**config.mk**
```make
export PLATFORM = sky130hd
export DESIGN_NAME = calc_seq_alu
export DESIGN_NICKNAME = d
export VERILOG_FILES = /design/src/rtl/calc_pkg.sv /design/src/rtl/calc_shift_add_mul.sv /design/src/rtl/register.sv /design/src/rtl/calc_seq_alu.sv
export SDC_FILE = /design/constraint.sdc
export NUM_CORES = 1
export LEC_CHECK = 0
export BUFFER_PORTS_ARGS = -buffer_cell sky130_fd_sc_hd__buf_4
export CAP_MARGIN = 20
export CORE_UTILIZATION = 55
export DETAILED_ROUTE_END_ITERATION = 8
export PLACE_DENSITY = 0.75
export SKIP_CTS_REPAIR_TIMING = 1
export SYNTH_ARGS = -nofsm -noshare
export SYNTH_HDL_FRONTEND = slang
export SYNTH_SLANG_ARGS = --single-unit
```
**constraint.sdc**
```tcl
create_clock -name clock -period 3.2 [get_ports clock]
set_clock_uncertainty 0.2 [all_clocks]
set_input_delay 0.32 -clock clock [delete_from_list [all_inputs] [get_ports clock]]
set_output_delay 0.32 -clock clock [all_outputs]
set_load 0.02 [all_outputs]
```
**src/rtl/calc_pkg.sv**
```systemverilog
// Shared types for the sequential calculator ALU.
// Opcode and FSM state encodings used by the top and the bench.
package calc_pkg;

  localparam int OPCODE_W = 3;

  typedef enum logic [OPCODE_W-1:0] {
    OP_ADD,
    OP_SUB,
    OP_OR,
    OP_NEQ,
    OP_AND,
    OP_XOR,
    OP_MUL,
    OP_CLRACC
  } op_t;

  typedef enum logic [1:0] {
    S_IDLE,
    S_MUL,
    S_HOLD
  } state_t;

endpackage

```
**src/rtl/calc_shift_add_mul.sv**
```systemverilog
// Fixed-latency shift-add multiplier, one step per cycle.
// Ports: clock, clear, start, a, b -> done (final step), product.
module calc_shift_add_mul #(
  parameter int WIDTH = 8
) (
  input  logic               clock,
  input  logic               clear,
  input  logic               start,
  input  logic [WIDTH-1:0]   a,
  input  logic [WIDTH-1:0]   b,
  output logic               done,
  output logic [2*WIDTH-1:0] product
);

  localparam int CW = $clog2(WIDTH);

  logic [2*WIDTH-1:0] mcand;
  logic [2*WIDTH-1:0] prod;
  logic [2*WIDTH-1:0] prod_nxt;
  logic [WIDTH-1:0]   mplier;
  logic [CW-1:0]      cnt;
  logic               run;

  assign prod_nxt = mplier[0] ? prod + mcand : prod;

  // product is the value being written on the final step, so the
  // consumer can register it on the same edge done is seen
  assign done    = run && (cnt == CW'(WIDTH - 1));
  assign product = prod_nxt;

  always_ff @(posedge clock or posedge clear) begin
    if (clear) begin
      mcand  <= '0;
      prod   <= '0;
      mplier <= '0;
      cnt    <= '0;
      run    <= 1'b0;
    end else if (start) begin
      mcand  <= {{WIDTH{1'b0}}, a};
      prod   <= '0;
      mplier <= b;
      cnt    <= '0;
      run    <= 1'b1;
    end else if (run) begin
      prod   <= prod_nxt;
      mcand  <= mcand << 1;
      mplier <= mplier >> 1;
      cnt    <= cnt + 1'b1;
      if (done) run <= 1'b0;
    end
  end

endmodule

```
**src/rtl/register.sv**
```systemverilog
// Enabled D register with async active-high clear.
// Ports: clock, clear, en, d[W] -> q[W].
module register #(
  parameter int W = 1
) (
  input  logic         clock,
  input  logic         clear,
  input  logic         en,
  input  logic [W-1:0] d,
  output logic [W-1:0] q
);

  always_ff @(posedge clock or posedge clear) begin
    if (clear)   q <= '0;
    else if (en) q <= d;
  end

endmodule

```
**src/rtl/calc_seq_alu.sv**
```systemverilog
// Sequential calculator: valid/ready ALU with accumulator and shift-add MUL.
// Ports: clock, clear, in_valid/in_ready, a, b, op, use_acc,
//        out_valid/out_ready, result, carry, overflow, zero, acc, busy.
module calc_seq_alu
  import calc_pkg::*;
#(
  parameter int WIDTH = 8,
  parameter int OP_W  = 3
) (
  input  logic             clock,
  input  logic             clear,
  input  logic             in_valid,
  output logic             in_ready,
  input  logic [WIDTH-1:0] a,
  input  logic [WIDTH-1:0] b,
  input  logic [OP_W-1:0]  op,
  input  logic             use_acc,
  output logic             out_valid,
  input  logic             out_ready,
  output logic [WIDTH-1:0] result,
  output logic             carry,
  output logic             overflow,
  output logic             zero,
  output logic [WIDTH-1:0] acc,
  output logic             busy
);

  state_t state;
  state_t state_nxt;
  op_t    opc;

  logic               accept;
  logic [WIDTH-1:0]   opa;
  logic [WIDTH:0]     sum;
  logic [WIDTH:0]     diff;
  logic [WIDTH-1:0]   alu_res;
  logic               alu_c;
  logic               alu_v;
  logic               mul_start;
  logic               mul_done;
  logic [2*WIDTH-1:0] product;
  logic               wr_en;
  logic [WIDTH-1:0]   res_d;
  logic [2:0]         flg_d;
  logic [2:0]         flg_q;

  assign opc    = op_t'(op);
  assign accept = in_valid && in_ready;
  assign opa    = use_acc ? acc : a;

  always_comb begin
    sum     = {1'b0, opa} + {1'b0, b};
    diff    = {1'b0, opa} - {1'b0, b};
    alu_res = '0;
    alu_c   = 1'b0;
    alu_v   = 1'b0;
    case (opc)
      OP_ADD: begin
        alu_res = sum[WIDTH-1:0];
        alu_c   = sum[WIDTH];
        alu_v   = (opa[WIDTH-1] == b[WIDTH-1]) &&
                  (sum[WIDTH-1] != opa[WIDTH-1]);
      end
      OP_SUB: begin
        alu_res = diff[WIDTH-1:0];
        // borrow out of the widened difference is exactly A<B
        alu_c   = diff[WIDTH];
        alu_v   = (opa[WIDTH-1] != b[WIDTH-1]) &&
                  (diff[WIDTH-1] != opa[WIDTH-1]);
      end
      OP_OR:  alu_res = opa | b;
      OP_NEQ: alu_res = {{(WIDTH-1){1'b0}}, opa != b};
      OP_AND: alu_res = opa & b;
      OP_XOR: alu_res = opa ^ b;
      default: ;
    endcase
  end

  assign mul_start = accept && (opc == OP_MUL);

  calc_shift_add_mul #(.WIDTH(WIDTH)) u_mul (
    .clock   (clock),
    .clear   (clear),
    .start   (mul_start),
    .a       (opa),
    .b       (b),
    .done    (mul_done),
    .product (product)
  );

  assign wr_en = (accept && (opc != OP_MUL)) ||
                 ((state == S_MUL) && mul_done);

  always_comb begin
    if (state == S_MUL) begin
      res_d    = product[WIDTH-1:0];
      flg_d[2] = |product[2*WIDTH-1:WIDTH];
      flg_d[1] = 1'b0;
    end else begin
      res_d    = alu_res;
      flg_d[2] = alu_c;
      flg_d[1] = alu_v;
    end
    flg_d[0] = (res_d == '0);
  end

  register #(.W(WIDTH)) u_result (
    .clock (clock), .clear (clear), .en (wr_en),
    .d (res_d), .q (result)
  );

  register #(.W(3)) u_flags (
    .clock (clock), .clear (clear), .en (wr_en),
    .d (flg_d), .q (flg_q)
  );

  // every registered result, including CLRACC's zero, lands in acc
  register #(.W(WIDTH)) u_acc (
    .clock (clock), .clear (clear), .en (wr_en),
    .d (res_d), .q (acc)
  );

  assign carry    = flg_q[2];
  assign overflow = flg_q[1];
  assign zero     = flg_q[0];

  always_ff @(posedge clock or posedge clear) begin
    if (clear) state <= S_IDLE;
    else       state <= state_nxt;
  end

  always_comb begin
    state_nxt = state;
    unique case (1'b1)
      (state == S_IDLE): begin
        if (accept)
          state_nxt = (opc == OP_MUL) ? S_MUL : S_HOLD;
      end
      (state == S_MUL): begin
        if (mul_done) state_nxt = S_HOLD;
      end
      (state == S_HOLD): begin
        if (out_ready) state_nxt = S_IDLE;
      end
      default: state_nxt = S_IDLE;
    endcase
  end

  always_comb begin
    in_ready  = (state == S_IDLE);
    out_valid = (state == S_HOLD);
    busy      = (state != S_IDLE);
  end

endmodule

```
==> results.yml, run 1 <==
logic_synthesis:
  syn_nets: 640
  async_flop_share_pct: 100
  synth_edf_count: 0
  synth.distinct_cells: 70
  yosys_register_bits: 57
  syn_inst: 569
  yosys.area.top_type_share_pct: 29.2
  ys_top_cells_by_area: "dfrtp_1 (29%), ha_1 (11%), mux2i_1 (7.0%)"
  netlist_area_um2: 4880
  ys.flop_type: "dfrtp_1"
  avgSynthCellArea_um2: 8.58
  ys_warn_count: 0
  synth_top_area_cell: "dfrtp_1"
  synth_seq_area_share_pct: 29.2
global_route:
  grtUsageTotal_pct: 31.2
  overflow: 0
  grt_max_degree: 43
  grt_pass1_vias: 4317
  grt_pass1_wl_um: 21700
  antenna_found_initial: 0
floorplan:
  rows: 34
  io_pins: 46
  die_width_um: 96.2
  start_util_pct: 56.5
  dieArea_um2: 9260
  core_um2: 8640
  fp.dieH_um: 96.2
cells_and_area:
  drive_gt1_share_pct: 17.6
  nNetsFinal: 679
  stdcell_count: 721
  final_common_cell: "buf_4"
  area.growth.synth_to_final_pct: 14.5
  n_antenna_cell: 0
  mostFrequentLayoutCells: "buf_4 (62), nand2_1 (60), dfrtp_1 (57)"
route:
  drt-initial-drc-count: 332
  wire_per_inst_um: 19.2
  antenna_left: 0
  via_per_inst: 6.20
  routed_wl_um: 13800
  post-route-drc-count: 0
  via_count: 4468
  dr.pass1.iters: 4
timing:
  report.final.slew_viol_count: 0
  hold_slack_ns: -0.0577
  worstMarginPinSlew_ns: 0.798
  setup_viol: 0
  fin_crit_ns: 2.99
  fin_crit_sh_pct: 93.6
  maxSlewHeadroom_pct: 46.7
  hold_viol_final: 33
  rsz0062_at_grt: "no"
  tns_ns: 0
  fmax_mhz: 334
worst_setup_path:
  path_cells: "mux2i_2 -> ha_1 -> buf_4 -> nor3_1 -> a2111oi_2 -> o21ai_0 -> o21ai_1 -> xnor2_1 -> o211ai_2 -> o41ai_2"
  worstSetupEndpoint: "u_flags.q[0]"
  critical_path.top_delay_family: "compound AO/OA/AOI/OAI gates"
  reg2reg_depth: 10
  worstSetupStartpointType: "flip-flop"
  worstPathArrival_ns: 3.03
  worstSetupEndpointType: "flip-flop"
  critPathMaxFanout: 12
  worst_r2r_endpoint: "u_flags.q[0]"
  regToRegSetupSlack_ns: 0.21
  critPathLaunch: "u_acc.q[4]"
  cp_num_buf_inv: 1
  critical_path_class: "reg2reg"
  critPathSlowestCell: "dfrtp_1"
  cp_num_cells: 10
  slowest_delay_ns: 0.44
  r2r_start: "u_acc.q[4]"
  required_ns: 3.23
place:
  numPortBuffers: 45
  hpwl_um: 10400
  gp_congestion: 0.956
  dp.cells: 704
clock_tree:
  h-tree-depth: 3
  cts_tree: "built"
  numCtsBuffers: 9
  cts_root_buf: "clkbuf_8"
  clk_latency_ns: 0.34
  clock_path_buffers: 2
  clk_pin_slew_ns: 0.08
  clock-sinks: 57
power:
  cellPowerDensity_nw_per_um2: 910
  p_total_w: 0.00509
  ir_drop_mv: 0.557
  p_leak_nw: 2.62
status:
  violations: "hold timing"
  outcome: "finished with violations"
hold_path:
  hp-class: "in2async"
flow_run:
  maxCapViolCount: 0
==> worst min path at each step <==
stage | endpoint | depth (start not counted)
floorplan | state[1] | 1
global placement | u_mul.cnt[2] | 2
CTS | u_mul.cnt[2] | 2
finish | u_mul.prod[6] | 2
detailed placement | u_mul.cnt[2] | 2
global route | u_mul.cnt[2] | 2
==> flip-flops by register name (all words and copies together), names as in the netlist <==
register	flops
state	2
u_mul.cnt	3
u_mul.mplier	8
u_mul.prod	16
u_flags.q	3
u_mul.mcand	16
u_mul.run	1
u_acc.q	8
==> worst reg2reg max path, stage by stage (launching register included) <==
cell and delay, ns:
dfrtp_1 0.44, mux2i_2 0.27, ha_1 0.30, buf_4 0.18, nor3_1 0.35, a2111oi_2 0.14, o21ai_0 0.21, o21ai_1 0.13
xnor2_1 0.21, o211ai_2 0.14, o41ai_2 0.33
==> where the power goes <==
group	internal [W]	switching [W]
clock	0.000482	0.000312
combinational	0.00123	0.00174
sequential	0.00102	0.000312
total	0.00273	0.00236
==> through the flow <==
step,area (µm²),util [%],hold WS (ns),setup WS [ns]
after detailed placement,5320,61.6,0.320,-0.0174
after global routing,5590,64.7,0.00567,0.0183
after CTS,5550,64.3,-0.0321,0.0619
final,5590,64.7,-0.0577,0.205
after global placement,5320,61.6,0.307,0.0662
after floorplan,4880,-,0.228,0.0171
==> Yosys cell counts, types with 7 or more instances <==
cell type	number
o211ai_1	11
xnor2_1	9
a21oi_1	43
buf_4	8
nor2_1	49
buf_2	7
nand3_1	10
inv_1	31
clkbuf_1	14
ha_1	44
nor2b_1	19
a211oi_1	14
dfrtp_1	57
a31oi_1	7
nand2_1	60
o21ai_1	7
mux2i_1	34
o21ai_0	25
nand2b_1	9
==> cells by family (layout without fill, tap and decap cells) <==
logic type | Yosys count | in the layout | share of synthesized area (%)
and+or+nand+nor | 173 | 173 | 17.0
AOI/OAI and AO/OA | 171 | 171 | 24.5
buffers and inverters | 68 | 112 | 6.18
DFF | 57 | 57 | 29.2
adders and majority gates | 47 | 47 | 12.5
muxes | 39 | 39 | 8.12
xor gates and xnor gates | 14 | 14 | 2.51
==> layer usage <==
metal	up-vias	global-route usage, %	share of wire [%]
met4	0	10.3	2.3
met5	-	0	0
li1	2117	-	-
met1	2165	43.0	46
met3	28	4.34	5.3
met2	158	50.2	47
==> cell type report <==
cell class              instances  area, µm²
repair buffers                 64        495
multi-input cells             444       3180
inverters                      32        120
flip-flops and latches         57       1430
well taps                     108        135
fillers                       721       3050
clock buffers                  12        155
clock inverters                 4       75.1
(Power assumes the default switching activity.)
==> inputs of run 2 (changes only) <==
Settings changed: GPL_TIMING_DRIVEN set to 0, PLACE_DENSITY 0.75 to 0.78.
Clock period 3.2 ns to 2.5 ns, I/O delays scaled along.
==> run 2 against run 1 <==
Effect of this change: the flow finishes with violations (hold timing, setup timing); sequential share of layout area decreased by 3.6 points; wire length is 13% higher; via count is 10% higher; worst setup slack lost 0.67 ns; critical endpoint unchanged; largest cell class unchanged.
==> results.yml, run 2 (same netlist as run 1, synthesis figures left out) <==
global_route:
  grt_pass1_vias: 4271
  overflow: 0
  grt_pass1_wl_um: 21200
  antenna_found_initial: 0
  grtUsageTotal_pct: 31.0
  grt_max_degree: 33
timing:
  report.final.slew_viol_count: 0
  setup_viol: 11
  fin_crit_ns: 2.96
  maxSlewHeadroom_pct: 41.0
  fmax_mhz: 338
  fin_crit_sh_pct: 118
  final.setup.worst_slack_ns: -0.460
  hold_slack_ns: -0.00876
  rsz0062_at_grt: "yes"
  worstMarginPinSlew_ns: 0.879
  hold_viol_final: 1
hold_path:
  hp-class: "in2reg"
  hold_start: "b[2]"
worst_setup_path:
  worstSetupStartpointType: "flip-flop"
  critPathMaxFanout: 7
  worstPathArrival_ns: 3.00
  critical_path_class: "reg2reg"
  worstSetupEndpointType: "flip-flop"
  r2r_start: "u_acc.q[5]"
  critPathLaunch: "u_acc.q[5]"
  regToRegSetupSlack_ns: -0.46
  required_ns: 2.54
cells_and_area:
  final_common_cell: "buf_4"
  area.growth.synth_to_final_pct: 34.8
  drive_gt1_share_pct: 33.7
  mostFrequentLayoutCells: "buf_4 (82), nand2_1 (56), nor2_1 (49)"
  nNetsFinal: 733
  num-fill-cells: 586
  n_antenna_cell: 0
  final_util_pct: 76.2
  largestRegisters: "u_mul.mcand x16, u_mul.prod x16"
floorplan:
  dieArea_um2: 9260
  die_width_um: 96.2
  start_util_pct: 56.5
  io_pins: 46
  fp.dieH_um: 96.2
  rows: 34
  core_um2: 8640
place:
  gp_congestion: 0.958
  numPortBuffers: 44
  hpwl_um: 10800
route:
  via_per_inst: 6.36
  via_count: 4931
  post-route-drc-count: 0
  wire_per_inst_um: 20.1
  drt-initial-drc-count: 414
  dr.pass1.iters: 5
  routed_wl_um: 15600
  antenna_left: 0
clock_tree:
  cts_tree: "built"
  clock-sinks: 57
  numCtsBuffers: 9
  clock_path_buffers: 2
  h-tree-depth: 3
  clk_latency_ns: 0.35
  cts_root_buf: "clkbuf_8"
  clk_pin_slew_ns: 0.06
status:
  outcome: "finished with violations"
  violations: "hold timing, setup timing"
power:
  cellPowerDensity_nw_per_um2: 1170
  ir_drop_mv: 0.691
  p_leak_nw: 2.84
  p_total_w: 0.00771
flow_run:
  maxCapViolCount: 0
[run 2: cell count changes in the layout (fill, tap and decap cells not counted), moves of 11 or more]
cell | before | now
ha_1 | 44 | 21
dfrtp_1 | 57 | 46
dfrtp_2 | 0 | 11
ha_4 | 0 | 15
a21oi_1 | 43 | 32
clkbuf_1 | 1 | 13
buf_4 | 62 | 82
[run 2: power by group]
| group | switching [W] | internal (W) | total, W |
|---|---|---|---|
| registers | 0.000416 | 0.00132 | 0.00173 |
| clock network | 0.000403 | 0.000556 | 0.000959 |
| logic | 0.00276 | 0.00226 | 0.00502 |
[run 2: worst paths after layout]
path                                   end  cells after the start
max in group asynchronous       u_acc.q[4]                      4
hold reg to reg               u_mul.cnt[1]                      2
setup / recovery              u_flags.q[0]                     10
setup reg to reg              u_flags.q[0]                     10
min in group asynchronous  u_mul.mplier[1]                      3
hold / removal             u_mul.mplier[2]                      3
[run 2: layout make-up]
class	instances	area (µm²)	area share, %
multi-input combinational	444	3800	57.8
sequential	57	1440	21.9
timing repair buffer	84	668	10.2
buffer	34	203	3.08
tap	108	135	2.05
clock buffer	10	128	1.94
inverter	32	120	1.83
clock inverter	6	82.6	1.26
[run 2: layer usage]
metal / track usage, % / part of all wire, % / vias to the layer above
li1: - / - / 2223
met2: 49.2 / 48 / 288
met3: 5.77 / 8.2 / 51
met1: 42.6 / 40 / 2369
met5: 0 / 0 / -
met4: 9.58 / 3.2 / 0
[run 2: worst max-delay path: stages (launching register included)]
cell       delay [ns]
dfrtp_2          0.43
mux2i_4          0.22
buf_4            0.16
ha_4             0.21
or4_4            0.50
nand4b_4         0.20
a2bb2oi_4        0.16
a21oi_2          0.09
nor3_2           0.21
nand3_1          0.15
o41ai_2          0.32
[run 2: through the flow]
step                setup slack [ns]  area [µm²]  std cells  TNS (ns)
floorplan                     -0.230        4960        569    -0.664
global placement              -0.636        5430        721     -9.34
detailed placement            -0.658        5450        722     -3.69
CTS                           -0.635        5660        738     -3.73
global route                  -0.574        6580        775     -3.13
finish                        -0.460        6580        775     -2.11
==> inputs of run 3 (changes only) <==
Settings changed: ABC_AREA set to 1.
==> run 3 against run 2 <==
Effect of this change: the run still ends with hold timing, setup timing left; sequential power is 9% lower; register-to-register slack better by 0.37 ns; largest cell class unchanged; clock power is 1% lower; critical path depth is 7 higher; die area is 1.2% lower; critical endpoint unchanged; synthesized cell count is 21% higher; first-iteration DRC count is 23% lower; critical path type unchanged; via count is 1.0% lower; non-clock buffer count is 37 lower; sequential cell count stayed put.
==> results.yml, run 3 <==
status:
  outcome: "finished with violations"
  violations: "hold timing, setup timing"
timing:
  fin_crit_sh_pct: 104
  maxSlewHeadroom_pct: 65.1
  tns_ns: -0.105
  hold_viol_final: 1
  fmax_mhz: 386
  setup_viol: 2
  final.setup.worst_slack_ns: -0.0899
  report.final.slew_viol_count: 0
  fin_crit_ns: 2.59
  rsz0062_at_grt: "yes"
  hold_slack_ns: -0.00176
  worstMarginPinSlew_ns: 0.524
route:
  drt-initial-drc-count: 318
  routed_wl_um: 14300
  post-route-drc-count: 0
  via_count: 4881
  wire_per_inst_um: 16.5
  via_per_inst: 5.63
  antenna_left: 0
  dr.pass1.iters: 5
place:
  dp.cells: 840
  place_ws_ns: -0.653
  hpwl_um: 10400
  gp_congestion: 0.918
  numPortBuffers: 44
  placed_area_um2: 5310
logic_synthesis:
  yosysMostFrequentCell: "nand2_1"
  synth.distinct_cells: 45
  avgSynthCellArea_um2: 6.99
  syn_inst: 690
  syn_nets: 761
  ys.flop_type: "dfrtp_1"
  yosys_register_bits: 57
  synthTopCellsByCount: "nand2_1 (196), inv_1 (97), nand3_1 (65), dfrtp_1 (57), ha_1 (44)"
  yosys.area.top_type_share_pct: 29.6
  synth_top_area_cell: "dfrtp_1"
  synth_seq_area_share_pct: 29.6
  netlist_area_um2: 4820
  async_flop_share_pct: 100
  synth_edf_count: 0
  ys_warn_count: 0
  ys_top_cells_by_area: "dfrtp_1 (30%), nand2_1 (15%), ha_1 (11%)"
cells_and_area:
  nNetsFinal: 829
  drive_gt1_share_pct: 26.2
  mostFrequentLayoutCells: "nand2_1 (177), inv_1 (90), buf_4 (65)"
  num-fill-cells: 678
  largestRegisters: "u_mul.mcand x16, u_mul.prod x16"
  n_antenna_cell: 0
  final_common_cell: "nand2_1"
  area.growth.synth_to_final_pct: 23.9
  seqCellArea_um2: 1430
  stdcell_count: 867
  stdcell_area_um2: 5980
  multi_input_area_um2: 3150
worst_setup_path:
  worstSetupEndpointType: "flip-flop"
  path_cells: "inv_1 -> nand2_2 -> o21ai_4 -> inv_2 -> ha_4 -> fa_2 -> nand3_2 -> nand2_2 -> nand2_2 -> nand3_1 -> nand3_2 -> nand3_2 -> nand2_2 -> nand2_2 -> nor2_2 -> nand3_1 -> nand2_1"
  worst_r2r_endpoint: "u_flags.q[0]"
  critPathMaxFanout: 4
  crit_path_frequent_cell: "nand2_2"
  cp_num_buf_inv: 2
  r2r_start: "u_acc.q[0]"
  slowest_delay_ns: 0.42
  worstSetupStartpointType: "flip-flop"
  critPathLaunch: "u_acc.q[0]"
  required_ns: 2.59
  critical_path.top_delay_family: "simple AND/OR/NAND/NOR gates"
  regToRegSetupSlack_ns: -0.09
  critical_path_class: "reg2reg"
  reg2reg_depth: 17
  worstPathArrival_ns: 2.68
  critPathSlowestCell: "dfrtp_1"
clock_tree:
  clock_path_buffers: 2
  numCtsBuffers: 9
  clk_latency_ns: 0.34
  clock-sinks: 57
  cts_tree: "built"
  clk_pin_slew_ns: 0.08
  cts_root_buf: "clkbuf_8"
  h-tree-depth: 3
floorplan:
  fp.dieH_um: 95.7
  rows: 33
  core_um2: 8340
  io_pins: 46
  die_width_um: 95.7
  start_util_pct: 57.8
  dieArea_um2: 9150
power:
  p_leak_nw: 3.14
  cellPowerDensity_nw_per_um2: 1080
  ir_drop_mv: 0.711
global_route:
  overflow: 0
  grt_max_degree: 44
  grt_pass1_wl_um: 21200
  grtUsageTotal_pct: 31.1
  antenna_found_initial: 0
  grt_pass1_vias: 4387
hold_path:
  hp-class: "in2reg"
  hold_start: "b[2]"
  holdPathStages: 3
  whs_endpoint: "u_mul.mplier[2]"
flow_run:
  maxCapViolCount: 0
[run 3: changes by cell type after synthesis, moves of 12 or more]
cell | before | now
a211oi_1 | 14 | 0
a21oi_1 | 43 | 28
clkbuf_1 | 14 | 2
inv_1 | 31 | 97
inv_2 | 1 | 15
mux2i_1 | 34 | 0
nand2_1 | 60 | 196
nand3_1 | 10 | 65
nor2b_1 | 19 | 0
o21ai_1 | 7 | 20
o22ai_1 | 6 | 19
[run 3: how the worst max path moves through the flow]
| stage | end | cells after the start | slack [ns] |
|---|---|---|---|
| global route | u_flags.q[0] | 17 | -0.17 |
| CTS | u_flags.q[0] | 14 | -0.32 |
| global placement | u_flags.q[0] | 15 | -0.63 |
| detailed placement | u_flags.q[0] | 16 | -0.65 |
| floorplan | u_flags.q[2] | 16 | 0.004 |
| finish | u_flags.q[0] | 17 | -0.09 |
[run 3: layer usage]
metal  wire, µm  global-route usage [%]
met1       6540                    44.4
met2       6410                    47.3
met3       1010                    5.50
met4        363                    10.3
met5          0                       0
[run 3: worst min-delay path, delay by kind of cell]
kind | cells | cell delay (ns)
compound gates | 2 | 0.13
buf+inv | 1 | 0.10
[run 3: cell families after synthesis]
group	Yosys count	share of synthesized area (%)
buffers and inverters	139	12.4
DFF	57	29.6
adders and majority gates	47	12.7
and+or+nand+nor	319	28.5
AOI/OAI and AO/OA	122	15.8
xor gates and xnor gates	6	1.09
[run 3: through the flow]
stage / util, % / power, W / hold slack, ns
after global routing: 71.7 / 0.00693 / 0.0161
final: 71.7 / 0.00647 / -0.00176
after CTS: 66.2 / 0.00604 / -0.299
after floorplan: - / 0.00406 / 0.136
after global placement: 63.4 / 0.00499 / 0.225
after detailed placement: 63.6 / 0.00508 / 0.0604
[run 3: layout make-up]
class                   instances  area share, %
well taps                     105           2.20
multi-input cells             494           52.8
plain buffers                  24           2.82
clock inverters                 2          0.586
repair buffers                 57           7.45
flip-flops and latches         57           23.9
inverters                     115           7.34
clock buffers                  13           2.99
[run 3: report_power, final]
part	total (W)	internal (W)	switching, W
Sequential	0.00158	0.00129	0.000294
Combinational	0.00394	0.00149	0.00245
Clock	0.000949	0.000563	0.000387
